<file path="src/rtl/mem_request_issuer.sv">
// rtl/mem_request_issuer.sv - arbitrates read/write requests onto a memory port and tracks their completions
//
// Purpose:
//   Accepts read and write requests from a requester, issues them one at a time
//   on a registered memory access port, and matches returning completions:
//   reads against a per-serial tag table, writes against an outstanding count.
//   Unmatched completions raise a sticky errUnexpected flag.
//
// Configuration macro:
//   MEM_REQUEST_ISSUER_WRITE_PRIORITY_EN
//     defined   : a valid write always wins over a valid read.
//     undefined : round-robin between reads and writes; reads win first.
//
// Ports:
//   clk, rst                    clock (posedge) and asynchronous active-low reset
//   rdReqValid/rdReqReady       read request handshake, with rdReqAddr, rdReqTag
//   wrReqValid/wrReqReady       write request handshake, with wrReqAddr, wrReqData
//   memAccessRE/WE/Addr/WriteData  registered memory access request
//   memAccessBusy               memory not accepting the current access
//   memReadDataReady/Data/Serial  read completion from memory
//   memAccessResponseValid/Serial write completion from memory
//   rdRespValid/Data/Tag        one-cycle read response to the requester
//   wrDoneValid                 one-cycle write completion to the requester
//   rdOutstanding/wrOutstanding in-flight read/write counts
//   errUnexpected               sticky: a completion matched nothing in flight
module mem_request_issuer #(
  parameter int ADDR_WIDTH         = 32,
  parameter int DATA_WIDTH         = 128,
  parameter int SERIAL_WIDTH       = 4,
  parameter int TAG_WIDTH          = 2,
  parameter int MAX_RD_OUTSTANDING = 4
) (
  input  logic                    clk,
  input  logic                    rst,

  input  logic                    rdReqValid,
  output logic                    rdReqReady,
  input  logic [ADDR_WIDTH-1:0]   rdReqAddr,
  input  logic [TAG_WIDTH-1:0]    rdReqTag,

  input  logic                    wrReqValid,
  output logic                    wrReqReady,
  input  logic [ADDR_WIDTH-1:0]   wrReqAddr,
  input  logic [DATA_WIDTH-1:0]   wrReqData,

  output logic                    memAccessRE,
  output logic                    memAccessWE,
  output logic [ADDR_WIDTH-1:0]   memAccessAddr,
  output logic [DATA_WIDTH-1:0]   memAccessWriteData,
  input  logic                    memAccessBusy,

  input  logic                    memReadDataReady,
  input  logic [DATA_WIDTH-1:0]   memReadData,
  input  logic [SERIAL_WIDTH-1:0] memReadSerial,
  input  logic                    memAccessResponseValid,
  input  logic [SERIAL_WIDTH-1:0] memAccessResponseSerial,

  output logic                    rdRespValid,
  output logic [DATA_WIDTH-1:0]   rdRespData,
  output logic [TAG_WIDTH-1:0]    rdRespTag,
  output logic                    wrDoneValid,
  output logic [SERIAL_WIDTH:0]   rdOutstanding,
  output logic [SERIAL_WIDTH:0]   wrOutstanding,
  output logic                    errUnexpected
);

  // Table index is the low bits of the serial (serial mod MAX_RD_OUTSTANDING).
  // A limit of 1 still gets a 1-bit index; the outstanding limit keeps it correct.
  localparam int IDX_W     = (MAX_RD_OUTSTANDING > 1) ? $clog2(MAX_RD_OUTSTANDING) : 1;
  localparam int TBL_DEPTH = 1 << IDX_W;

  localparam logic [SERIAL_WIDTH:0]   RD_LIMIT = (SERIAL_WIDTH+1)'(MAX_RD_OUTSTANDING);
  localparam logic [SERIAL_WIDTH:0]   CNT_ONE  = (SERIAL_WIDTH+1)'(1);
  localparam logic [SERIAL_WIDTH-1:0] SER_ONE  = SERIAL_WIDTH'(1);

  localparam logic [1:0] IDLE     = 2'd0;
  localparam logic [1:0] ISSUE_RD = 2'd1;
  localparam logic [1:0] ISSUE_WR = 2'd2;

  logic [1:0]              state;
  logic [TAG_WIDTH-1:0]    pendTag;
  logic [SERIAL_WIDTH-1:0] rdSerial;
  logic [SERIAL_WIDTH-1:0] wrSerial;

  logic [TBL_DEPTH-1:0]    tblValid;
  logic [TAG_WIDTH-1:0]    tblTag [TBL_DEPTH];

  logic                    rdElig;
  logic                    grantRd;
  logic                    grantWr;
  logic                    rdHs;
  logic                    wrHs;
  logic                    rdIssueAcc;
  logic                    wrIssueAcc;
  logic [IDX_W-1:0]        allocIdx;
  logic [IDX_W-1:0]        rspIdx;
  logic                    rspHit;
  logic                    rspMiss;
  logic                    wrRspOk;
  logic                    wrRspMiss;

  // Serials are carried for the memory's benefit; only their low bits index
  // the read table and the write side matches by count alone.
  logic                    unusedSink;
  assign unusedSink = ^{memReadSerial, memAccessResponseSerial, wrSerial};

  // ---------------------------------------------------------------------------
  // Arbitration. A read that would exceed the in-flight limit is not eligible,
  // so a waiting write is not blocked behind a read that cannot go anyway.
  // ---------------------------------------------------------------------------
  assign rdElig = rdReqValid && (rdOutstanding < RD_LIMIT);

`ifdef MEM_REQUEST_ISSUER_WRITE_PRIORITY_EN
  always_comb begin
    grantWr = wrReqValid;
    grantRd = rdElig && !wrReqValid;
  end
`else
  // favorRd: which side wins the next read/write conflict.
  logic favorRd;

  always_comb begin
    grantRd = rdElig;
    grantWr = wrReqValid;
    if (rdElig && wrReqValid) begin
      grantRd = favorRd;
      grantWr = !favorRd;
    end
  end

  always_ff @(posedge clk or negedge rst) begin
    if (!rst) begin
      favorRd <= 1'b1;
    end else if (rdHs) begin
      favorRd <= 1'b0;
    end else if (wrHs) begin
      favorRd <= 1'b1;
    end
  end
`endif

  // Ready is gated by rst so that nothing handshakes while reset is held.
  assign rdReqReady = rst && (state == IDLE) && grantRd;
  assign wrReqReady = rst && (state == IDLE) && grantWr;

  assign rdHs       = rdReqValid && rdReqReady;
  assign wrHs       = wrReqValid && wrReqReady;
  assign rdIssueAcc = (state == ISSUE_RD) && !memAccessBusy;
  assign wrIssueAcc = (state == ISSUE_WR) && !memAccessBusy;

  // ---------------------------------------------------------------------------
  // Issue FSM: a handshake loads the registered access; it stays put until the
  // memory takes it (busy low), then the FSM drops back to IDLE.
  // ---------------------------------------------------------------------------
  always_ff @(posedge clk or negedge rst) begin
    if (!rst) begin
      state              <= IDLE;
      memAccessRE        <= 1'b0;
      memAccessWE        <= 1'b0;
      memAccessAddr      <= '0;
      memAccessWriteData <= '0;
      pendTag            <= '0;
    end else begin
      case (state)
        IDLE: begin
          if (rdHs) begin
            state         <= ISSUE_RD;
            memAccessRE   <= 1'b1;
            memAccessAddr <= rdReqAddr;
            pendTag       <= rdReqTag;
          end else if (wrHs) begin
            state              <= ISSUE_WR;
            memAccessWE        <= 1'b1;
            memAccessAddr      <= wrReqAddr;
            memAccessWriteData <= wrReqData;
          end
        end
        ISSUE_RD: begin
          if (!memAccessBusy) begin
            state       <= IDLE;
            memAccessRE <= 1'b0;
          end
        end
        ISSUE_WR: begin
          if (!memAccessBusy) begin
            state       <= IDLE;
            memAccessWE <= 1'b0;
          end
        end
        default: begin
          state       <= IDLE;
          memAccessRE <= 1'b0;
          memAccessWE <= 1'b0;
        end
      endcase
    end
  end

  // ---------------------------------------------------------------------------
  // Read tracking table
  // ---------------------------------------------------------------------------
  assign allocIdx = rdSerial[IDX_W-1:0];
  assign rspIdx   = memReadSerial[IDX_W-1:0];
  assign rspHit   = memReadDataReady && tblValid[rspIdx];
  assign rspMiss  = memReadDataReady && !tblValid[rspIdx];

  always_ff @(posedge clk or negedge rst) begin
    if (!rst) begin
      tblValid      <= '0;
      for (int i = 0; i < TBL_DEPTH; i++) begin
        tblTag[i] <= '0;
      end
      rdSerial      <= '0;
      rdOutstanding <= '0;
      rdRespValid   <= 1'b0;
      rdRespData    <= '0;
      rdRespTag     <= '0;
    end else begin
      rdRespValid <= rspHit;
      if (rspHit) begin
        rdRespData       <= memReadData;
        rdRespTag        <= tblTag[rspIdx];
        tblValid[rspIdx] <= 1'b0;
      end
      // Placed after the retire so a same-index allocation in the same cycle
      // wins: the old entry is retired first, then the slot is reused.
      if (rdIssueAcc) begin
        tblValid[allocIdx] <= 1'b1;
        tblTag[allocIdx]   <= pendTag;
        rdSerial           <= rdSerial + SER_ONE;
      end
      case ({rdIssueAcc, rspHit})
        2'b10:   rdOutstanding <= rdOutstanding + CNT_ONE;
        2'b01:   rdOutstanding <= rdOutstanding - CNT_ONE;
        default: rdOutstanding <= rdOutstanding;
      endcase
    end
  end

  // ---------------------------------------------------------------------------
  // Write tracking. A completion with nothing outstanding is an error and does
  // not produce wrDoneValid.
  // ---------------------------------------------------------------------------
  assign wrRspOk   = memAccessResponseValid && (wrOutstanding != '0);
  assign wrRspMiss = memAccessResponseValid && (wrOutstanding == '0);

  always_ff @(posedge clk or negedge rst) begin
    if (!rst) begin
      wrSerial      <= '0;
      wrOutstanding <= '0;
      wrDoneValid   <= 1'b0;
    end else begin
      wrDoneValid <= wrRspOk;
      if (wrIssueAcc) begin
        wrSerial <= wrSerial + SER_ONE;
      end
      case ({wrIssueAcc, wrRspOk})
        2'b10:   wrOutstanding <= wrOutstanding + CNT_ONE;
        2'b01:   wrOutstanding <= wrOutstanding - CNT_ONE;
        default: wrOutstanding <= wrOutstanding;
      endcase
    end
  end

  always_ff @(posedge clk or negedge rst) begin
    if (!rst) begin
      errUnexpected <= 1'b0;
    end else if (rspMiss || wrRspMiss) begin
      errUnexpected <= 1'b1;
    end
  end

endmodule

</file>
<file path="config.mk">
export PLATFORM = sky130hd
export DESIGN_NAME = mem_request_issuer
export DESIGN_NICKNAME = d
export VERILOG_FILES = /design/src/rtl/mem_request_issuer.sv
export SDC_FILE = /design/constraint.sdc
export NUM_CORES = 1
export LEC_CHECK = 0
export CAP_MARGIN = 20
export CORE_AREA = 2 2 251 253
export CTS_BUF_LIST = sky130_fd_sc_hd__clkbuf_8 sky130_fd_sc_hd__clkbuf_16
export DETAILED_ROUTE_END_ITERATION = 6
export DIE_AREA = 0 0 253 255
export PLACE_DENSITY_LB_ADDON = 0.2
export SETUP_SLACK_MARGIN = 0.3
export SLEW_MARGIN = 20
export SYNTH_ARGS = -nofsm -noshare
export SYNTH_HDL_FRONTEND = slang
export SYNTH_SLANG_ARGS = --single-unit
</file>
<file path="constraint.sdc">
create_clock -name clk -period 2.9 [get_ports clk]
set_clock_uncertainty 0.15 [all_clocks]
set_input_delay 0.725 -clock clk [delete_from_list [all_inputs] [get_ports clk]]
set_output_delay 0.725 -clock clk [all_outputs]
set_load 0.02 [all_outputs]
</file>
# ---- After elaboration in Yosys (flattened, before gate mapping)
# Cells that the tools add are included.
dict set report op_classes {
  mux 31
  n_mul 0
  order_cmp 8
  div_mod_pow 0
  n_addsub 5
  n_bitwise 8
  shift 0
  eq_ne 13
  reduce_logical 33
}
# op n
set op_table {}
lappend op_table {{$mux W32} 2}
lappend op_table {{$pmux W5 S2} 2}
lappend op_table {{$logic_and A1 B1 Y1} 16}
lappend op_table {{$mux W2} 6}
lappend op_table {{$ne A2 B2 Y1 const B} 6}
lappend op_table {{$add A5 B1 Y5 const B} 2}
lappend op_table {{$mux W1} 10}
lappend op_table {{$sub A5 B1 Y5 const B} 2}
lappend op_table {{$bwmux W8} 1}
lappend op_table {{$mux W4} 2}
lappend op_table {{$eq A2 B1 Y1 const B} 3}
lappend op_table {{$eq A2 B2 Y1 const B} 3}
lappend op_table {{$ge A3 B3 Y1 const B} 2}
lappend op_table {{$lt A2 B3 Y1 const B} 2}
lappend op_table {{$not A2 Y3} 2}
lappend op_table {{$pmux W1 S3} 2}
lappend op_table {{$reduce_and A2 Y1} 3}
lappend op_table {{$reduce_and A3 Y1} 2}
lappend op_table {{$reduce_bool A2 Y1} 3}
lappend op_table {{$logic_not A5 Y1} 1}
lappend op_table {{$lt A5 B3 Y1 const B} 1}
lappend op_table {{$reduce_bool A5 Y1} 1}
lappend op_table {{$add A4 B1 Y4 const B} 1}
lappend op_table {{$and A4 B4 Y4} 1}
lappend op_table {{16 further kinds} 22}
dict set report totals {
  wordCells 118
  latch_bits 0
  in_bits 337
  rom_bits 0
  out_inout_bits 307
  mem_count 0
  ram_bits 0
  register_bits 326
}

# ---- Depth between registers and ports, before layout
# Gate-level depths: netlist of the first run.
dict set report depth {
  word_depth 9
  ltp_mapped 13
  depth_no_buf 11
}

# ---- Worst setup path before layout of the first run
# Ideal clock, no wire load.
dict set report synth_timing {
  kind {input to register}
  startpoint {in memReadSerial[0]}
  endpoint {reg rdOutstanding[4]}
  setup_ns 0.154
  path_slack_ns -0.552
  path_buffers 3
  required_time_ns 2.596
  arrival_ns 3.148
  stages 12
  path_cell_list {buf_6 -> mux4_2 -> nand2_4 -> buf_12 -> buf_8 -> inv_1 -> ha_1 -> ha_1 -> nor2b_1 -> o21a_1 -> o311ai_0 -> o311ai_0}
}
dict set report synth_between {
  elab_chain_cells 5
  word_cells_on_any_way 7
  cone_classes {eq/ne: 2; mux: 3; reduce/logical: 2}
}
# element line
set synth_lines {}
lappend synth_lines {{start: declaration} 54} ;# input logic [SERIAL_WIDTH-1:0] memReadSerial,
lappend synth_lines {{$bmux W1 S2 (*)} 204} ;# assign rspHit = memReadDataReady && tblValid[rspIdx];
lappend synth_lines {{$mux W1 (not written as such) (*)} 204}
lappend synth_lines {{$logic_and A1 B1 Y1 (*)} 204}
lappend synth_lines {{net rspHit} 97} ;# logic rspHit;
lappend synth_lines {{$eq A2 B1 Y1 / $eq A2 B2 Y1 (equally long branches)} 232} ;# case ({rdIssueAcc, rspHit})
lappend synth_lines {{$pmux W5 S2 / $reduce_bool A2 Y1 (equally long branches)} --}
lappend synth_lines {{end signal: assignment} 233} ;# 2'b10: rdOutstanding <= rdOutstanding + CNT_ONE;
lappend synth_lines {{end signal: assignment} 234} ;# 2'b01: rdOutstanding <= rdOutstanding - CNT_ONE;
lappend synth_lines {{end signal: assignment} 235} ;# default: rdOutstanding <= rdOutstanding;
lappend synth_lines {{end: declaration} 62} ;# output logic [SERIAL_WIDTH:0] rdOutstanding,
# The timed path passes the listed nets; every way through them passes the cells marked *. The select of a mux whose other input is x is not followed.
# A chain may end at the register's enable or synchronous reset.

# ---- Final worst setup path of the first run
dict set report layout_timing {
  startpoint {in wrReqValid}
  endpoint {out wrReqReady}
}
dict set report layout_between {
  elab_chain_cells 3
}
# element line
set layout_lines {}
lappend layout_lines {{start: declaration} 41} ;# input logic wrReqValid,
lappend layout_lines {{$logic_and A1 B1 Y1} 125} ;# if (rdElig && wrReqValid) begin
lappend layout_lines {{$mux W1 (*)} 125}
lappend layout_lines {{$logic_and A1 B1 Y1 (*)} 144} ;# assign wrReqReady = rst && (state == IDLE) && grantWr;
lappend layout_lines {{end: declaration} 42} ;# output logic wrReqReady,
# Mark *: on every way between the ends. The rest lies on a longest branch, timed or not.

==> results.md, run 1 <==
* Routed wire per std cell at between 15 and 20 µm
* Setup_tns at 0 ns
* Adder-Cell Fraction of Synth Area at ~1.5%
* P per Cell Area at between 1000 and 1500 nW/µm²
* CTS sink cnt at approximately 320
* Kind of critical path: in -> out
* Top cells by area, synth: dfrtp_1 (61%), nand2_1 (12%), mux2_4 (9.0%)
* Post-synth EDFFs at 0
* Vias in the first global route at ~11000
* Register area share after synthesis at between 60% and 70%
* Cell chain of the critical path: clkdlybuf4s50_1 -> buf_4 -> nand3_2 -> a21o_4 -> inv_8 -> buf_12
* Area share of the largest cell type after synthesis at 60.77%
* Min Hold Slack at 0.1362 ns
* Initial antenna violation count at 9
* Slew Limit Fails at 0
* Initial drt markers at ~440
* Wirelength, routed at about 48000 µm
* Data required, critical path at 2.03 ns
* CTS tree: yes
* Synth Area in Simple Gates at around 15%
* Ports at between 600 and 700
* Met2 wire len at approximately 24000 µm
* Initial Util at between 20% and 30%
* Routed wl met3 at about 4700 µm
* CP max stage cell: clkdlybuf4s50_1
* Unrepaired setup endpoints after global routing: yes
* First-pass GRT wire length at between 60000 and 70000 µm
* HPWL after DPL at around 36000 µm
* Max_slew headroom at between 30% and 40%
* FP Rows at 92
* Largest area contributor in the netlist: dfrtp_1
* Register-to-register setup slack at 0.38 ns
* DRT antenna net count at 0
* Core Region at 62160 µm²
* Root buffer cell: clkbuf_16
* Mux cell area share after synthesis at 14.53%
* Outcome: completed
* Dpl cells at 2585
* Net count, final at ~2200
* Clk Latency, worst-skew pair at 0.56 ns
* Leakage power at slightly above 10 nW
* Least-Margin Pin Slew at approximately 0.95 ns
* Register bit total from synthesis at between 300 and 400
* Yosys warns at 0
* Hold WC Path Type: in -> async
* CTS buffer count at 42
* Synth cell types at 47
* Tmin final at 2.671 ns
* Synth Flop Type: dfrtp_1
* Highest net fanout along the worst path at 2
* Worst reg2reg startpoint: tblValid[3]$_DFF_PN0_
* Post-route cell area at about 22000 µm²
* Max-cap check violation count at 0
* Fmax at 0.3743 GHz
* Fin cells at between 2000 and 3000
* Type of origin of the critical path: primary input
* Clk buf depth at 3
* Worst-path clk slew at about 0.050 ns
* Final setup fails at 0
* Die area at 64520 µm²
* Syn avg cell area at between 10 and 15 µm²
* Largest net degree at the start of global routing at 154
* Syn Inst Count at ~1200
* Top post-synthesis cells by count: nand2_1 (439), dfrtp_1 (323), mux2_4 (80)
* Number of detailed-route iterations in the first pass at 4
* Arr. time, crit path at approximately 1.8 ns
* Layout cells sized above 1 at ~15%
* Largest family of logic cells by synthesized area: simple AND/OR/NAND/NOR gates
* DIE HEIGHT at roughly 260 µm
* M1 wire length at approximately 18000 µm
* CP max stage delay at approximately 0.47 ns
* DRC Markers at 0
* Post-Synthesis Net Count at 1514
* All-Layer GR Usage at between 10 and 15%
* Via Count at between 10000 and 15000
* Ys async rst share at 100.0%
* Routability cong. at 0.7837
* Total gr overflow at 0
* Crit. Startpoint: wrReqValid
* Area after DPL at roughly 21000 µm²
* Vias per cell at between 4 and 5
* IO buf count at around 640
* Post-synthesis cell area at 13300 µm²
* Cell with the most instances after synthesis: nand2_1
* Core Util, Final at 35.95%
* Highest Signal Layer: met5
* CTS HTree Levels at 2
* Xor/xnor cell area share of the yosys netlist at less than 1%
* Critical path capture point type: output port
* Final period utilization at ~92%
* Final Hold Viols at 0
* P&R area growth vs syn at 68.01%
* Peak VDD IR at 0.0004999 V
* Die Wd at 253 µm
* Synth Area in Compound Gates at roughly 4.0%
-- worst paths after layout --
kind,end,depth (start not counted)
worst max-delay path,wrReqReady,6
worst min-delay path,rdOutstanding[1]$_DFFE_PN0P_,2
worst max register to register,rdOutstanding[4]$_DFFE_PN0P_,9
worst min register to register,memAccessWriteData[8]$_DFFE_PN0P_,2
max in group asynchronous,rdRespData[3]$_DFFE_PN0N_,3
min in group clk,favorRd$_DFFE_PN1P_,3
-- critical path, delay by kind of cell --
kind / cells / cell delay (ns)
AOI/OAI and AO/OA: 1 / 0.22
and+or+nand+nor: 1 / 0.07
buffers and inverters: 4 / 0.77
-- where the power goes --
group | switching (mW) | total, mW | internal [mW]
logic | 6.12 | 12.4 | 6.26
registers | 1.26 | 7.99 | 6.73
clock network | 2.08 | 5.19 | 3.11
total | 9.46 | 25.6 | 16.1
-- state kept, by name (all words and copies together) (netlist names) --
signal	cells
memAccessWE	1
wrDoneValid	1
tblValid	4
memAccessRE	1
state	2
wrOutstanding	5
errUnexpected	1
rdRespTag	2
memAccessAddr	32
tblTag	8
rdRespData	128
rdRespValid	1
memAccessWriteData	128
rdSerial	2
favorRd	1
pendTag	2
rdOutstanding	5
-- cell usage in the layout (no fill, tap or decap), types with 2 or more instances in the layout --
| cell type | Yosys | layout |
|---|---|---|
| a21oi_1 | 77 | 75 |
| a21oi_2 | 0 | 2 |
| buf_12 | 9 | 12 |
| buf_4 | 4 | 44 |
| bufinv_16 | 0 | 2 |
| clkbuf_16 | 0 | 43 |
| clkbuf_8 | 0 | 9 |
| clkdlybuf4s50_1 | 0 | 627 |
| clkinv_2 | 0 | 10 |
| clkinv_8 | 0 | 2 |
| dfrtp_1 | 323 | 321 |
| dfrtp_2 | 0 | 2 |
| diode_2 | 0 | 3 |
| dlygate4sd2_1 | 0 | 4 |
| dlymetal6s2s_1 | 0 | 2 |
| ha_1 | 14 | 11 |
| ha_4 | 0 | 3 |
| inv_1 | 12 | 17 |
| inv_2 | 2 | 3 |
| inv_4 | 0 | 2 |
| mux2_1 | 9 | 9 |
| mux2_2 | 50 | 50 |
| mux2_4 | 80 | 80 |
| mux4_2 | 3 | 3 |
| nand2_1 | 439 | 439 |
| nand2b_1 | 3 | 3 |
| nor2_1 | 36 | 36 |
| nor2b_1 | 4 | 2 |
| o21ai_0 | 10 | 9 |
| o311ai_2 | 0 | 2 |
| xnor2_1 | 3 | 3 |
| xor2_1 | 8 | 8 |
-- final cells by class --
cell class | count | area (µm²)
diodes | 3 | 7.507
clock buffers | 52 | 1200
clock inverters | 25 | 192.7
fillers | 6196 | 39810
inverters | 14 | 65.06
multi-input cells | 765 | 4831
flip-flops and latches | 324 | 8112
well taps | 799 | 999.7
repair buffers | 692 | 6938
-- repair_timing --
item | in CTS | in global routing
endpoints found under the setup margin | 18 | 8
pin swaps | 2 | 7
gates resized for setup | 15 | 22
cloned | 0 | 0
buffers inserted | 1 | 8
hold buffers | 0 | 0
-- per-layer routing --
| metal | vias up | GRT usage (%) |
|---|---|---|
| met2 | 405 | 24.25 |
| met3 | 76 | 5.837 |
| met4 | 12 | 4.598 |
| met5 | - | 0 |
| met1 | 5215 | 15.83 |
| li1 | 5129 | - |
-- cells by family after synthesis --
family / count (synthesis)
buf+inv: 73
compound gates: 99
mux: 142
fa+ha+maj: 15
simple gates: 498
flops: 324
xor+xnor: 11
-- metrics by stage --
stage / setup slack (ns) / power [mW]
final: 0.2285 / 25.56
after global placement: -0.4942 / 20.33
after CTS: 0.1677 / 25.92
after global routing: 0.1653 / 27.10
after detailed placement: -0.5750 / 20.46
after floorplan: -0.2335 / 14.17
(Power assumes the default switching activity.)
==> run 2, diff against run 1 <==
--- a/config.mk
+++ b/config.mk
@@ -8,8 +8,10 @@
 export CAP_MARGIN = 20
 export CORE_AREA = 2 2 251 253
 export CTS_BUF_LIST = sky130_fd_sc_hd__clkbuf_8 sky130_fd_sc_hd__clkbuf_16
+export CTS_CLUSTER_DIAMETER = 30
 export DETAILED_ROUTE_END_ITERATION = 6
 export DIE_AREA = 0 0 253 255
+export GPL_TIMING_DRIVEN = 0
 export PLACE_DENSITY_LB_ADDON = 0.2
 export SETUP_SLACK_MARGIN = 0.3
 export SLEW_MARGIN = 20
==> results.md, run 2 (synthesis gave the netlist of run 1 again) <==
* Outcome: completed
* Sw power at 10.69 mW
* Final period utilization at 97.55%
* Vias per cell at 4.120
* Logic pwr share at around two fifths
* Largest net degree at the start of global routing at 83
* Leakage power at 11.75 nW
* Routability cong. at 0.8166
* First-pass GRT wire length at between 70000 and 80000 µm
* Final setup fails at 0
* DIE HEIGHT at roughly 260 µm
* HPWL after DPL at between 30000 and 40000 µm
* CTS buffer count at 94
* Kind of critical path: reg -> out
* Highest net fanout along the worst path at 3
* Number of detailed-route iterations in the first pass at 5
* Cell chain of the critical path: nor4b_4 -> a21o_1 -> buf_6 -> inv_8 -> clkbuf_16 -> buf_8
* Die area at roughly 65000 µm²
* P&R area growth vs syn at 87.10%
* Max_slew headroom at 56.58%
* Die Wd at around 250 µm
* Type of origin of the critical path: flop
* IO buf count at roughly 640
* Setup_tns at 0 ns
* Critical path capture point type: output port
* Clock share of power at about a third
* FP Rows at 92
* Arr. time, crit path at between 1.5 and 2 ns
* Seq pwr share at 25.4%
* P per Cell Area at between 1000 and 1500 nW/µm²
* Root buffer cell: clkbuf_16
* DRT antenna net count at 0
* Unrepaired setup endpoints after global routing: yes
* Most common cell after layout, fill and taps aside: clkdlybuf4s50_1
* CTS tree: yes
* Core Util, Final at 40.03%
* Dpl cells at ~2600
* Sw frac at 33.88%
* Worst-path clk slew at about 0.040 ns
* Inserted Diodes at 0
* Final Hold Viols at 0
* CP max stage delay at roughly 0.43 ns
* Least-Margin Pin Slew at 0.6513 ns
* CTS sink cnt at ~320
* Wirelength, routed at 52750 µm
* Clk Latency, worst-skew pair at a little over 0.6 ns
* Fin cells at between 2000 and 3000
* Biggest regs: memAccessWriteData: 128 flops, rdRespData: 128 flops, memAccessAddr: 32 flops
* Hold WC Path Type: in -> async
* Internal power at 20.86 mW
* Commonest non-fill, non-tap cells in the layout: clkdlybuf4s50_1 (612), nand2_1 (439), dfrtp_1 (318), clkbuf_16 (96), mux2_4 (80)
* CP max stage cell: dfrtp_2
* Tmin final at about 2.8 ns
* DP Worst Slack at -1.523 ns
* All-Layer GR Usage at between 10% and 20%
* Routed wire per std cell at about 19 µm
* Peak VDD IR at 0.0005156 V
* Via Count at around 12000
* Total gr overflow at 0
* DRC Markers at 0
* Vias in the first global route at around 12000
* Net count, final at 2298
* Core Region at 62160 µm²
* Clk buf depth at 3
* Ports at 644
* Initial antenna violation count at 6
* Slew Limit Fails at 0
* Setup slack after layout at about 0.071 ns
* Max-cap check violation count at 0
* Initial drt markers at 434
* CTS HTree Levels at 3
* Data required, critical path at 2.03 ns
* Layout cells sized above 1 at ~21%
* Initial Util at 21.40%
* Fmax at 0.3535 GHz
run 2: timing repair:
| item | in CTS | in global routing |
|---|---|---|
| setup buffers | 35 | 7 |
| gates cloned | 2 | 0 |
| gates resized for setup | 72 | 18 |
| endpoints found under the hold margin | 32 | 0 |
| pin swaps | 17 | 17 |
| setup endpoints to repair | 141 | 14 |
| hold buffers | 4 | 0 |
run 2: layer usage:
metal	global-route usage, %	up-vias	wire, µm
met5	0	-	64
met4	6.036	10	1583
met3	7.078	114	5175
met2	26.90	500	25980
met1	17.19	5629	19940
li1	-	5386	-
run 2: cell type report:
cell class / instances / area (µm²)
Clock buffer: 117 / 2680
Fill cell: 6007 / 37270
Buffer: 59 / 493.0
Multi-Input combinational cell: 765 / 4861
Sequential cell: 324 / 8115
Clock inverter: 59 / 711.9
Tap cell: 799 / 999.7
Inverter: 14 / 77.57
Timing Repair Buffer: 688 / 6947
run 2: path summary, 6_finish.rpt:
path	from	endpoint	slack, ns	depth (start not counted)
max in group asynchronous	rst	rdRespData[26]$_DFFE_PN0N_	1.96	3
setup reg to reg	tblValid[2]$_DFF_PN0_	rdOutstanding[4]$_DFFE_PN0P_	0.20	11
hold reg to reg	memAccessWriteData[106]$_DFFE_PN0P_	memAccessWriteData[106]$_DFFE_PN0P_	0.32	2
setup / recovery	rdOutstanding[4]$_DFFE_PN0P_	wrReqReady	0.07	6
min in group clk	memReadSerial[0]	tblValid[0]$_DFF_PN0_	0.25	3
hold / removal	rst	rdRespData[11]$_DFFE_PN0N_	0.02	2
run 2: power groups by stage:
stage	Clock (mW)	Combinational [mW]	Sequential (mW)
floorplan	0	3.71	10.5
detailed placement	0	12.4	8.06
global placement	0	12.4	8.03
CTS	11.0	12.9	8.04
global route	11.3	13.6	8.33
finish	10.8	12.7	8.03
run 2: worst max-delay path, delay by kind of cell (launching register included):
kind,cells,cell delay [ns]
and+or+nand+nor,1,0.33
DFF,1,0.43
AOI/OAI and AO/OA,1,0.17
buffers and inverters,4,0.42
run 2: through the flow:
stage               total power, mW  hold WS, ns  instance area [µm²]
finish                        31.55      0.02199                24890
global placement              20.41       0.3076                20700
CTS                           31.90      0.01524                24770
floorplan                     14.17       0.2794                13340
detailed placement            20.49       0.3108                20820
global route                  33.23      0.01877                24890
==> run 3, diff against run 2 <==
--- a/config.mk
+++ b/config.mk
@@ -5,7 +5,7 @@
 export SDC_FILE = /design/constraint.sdc
 export NUM_CORES = 1
 export LEC_CHECK = 0
-export CAP_MARGIN = 20
+export CAP_MARGIN = 40
 export CORE_AREA = 2 2 251 253
 export CTS_BUF_LIST = sky130_fd_sc_hd__clkbuf_8 sky130_fd_sc_hd__clkbuf_16
 export CTS_CLUSTER_DIAMETER = 30
==> results of run 3 <==
The final DEF is identical to that of run 2; final timing and power are the same.
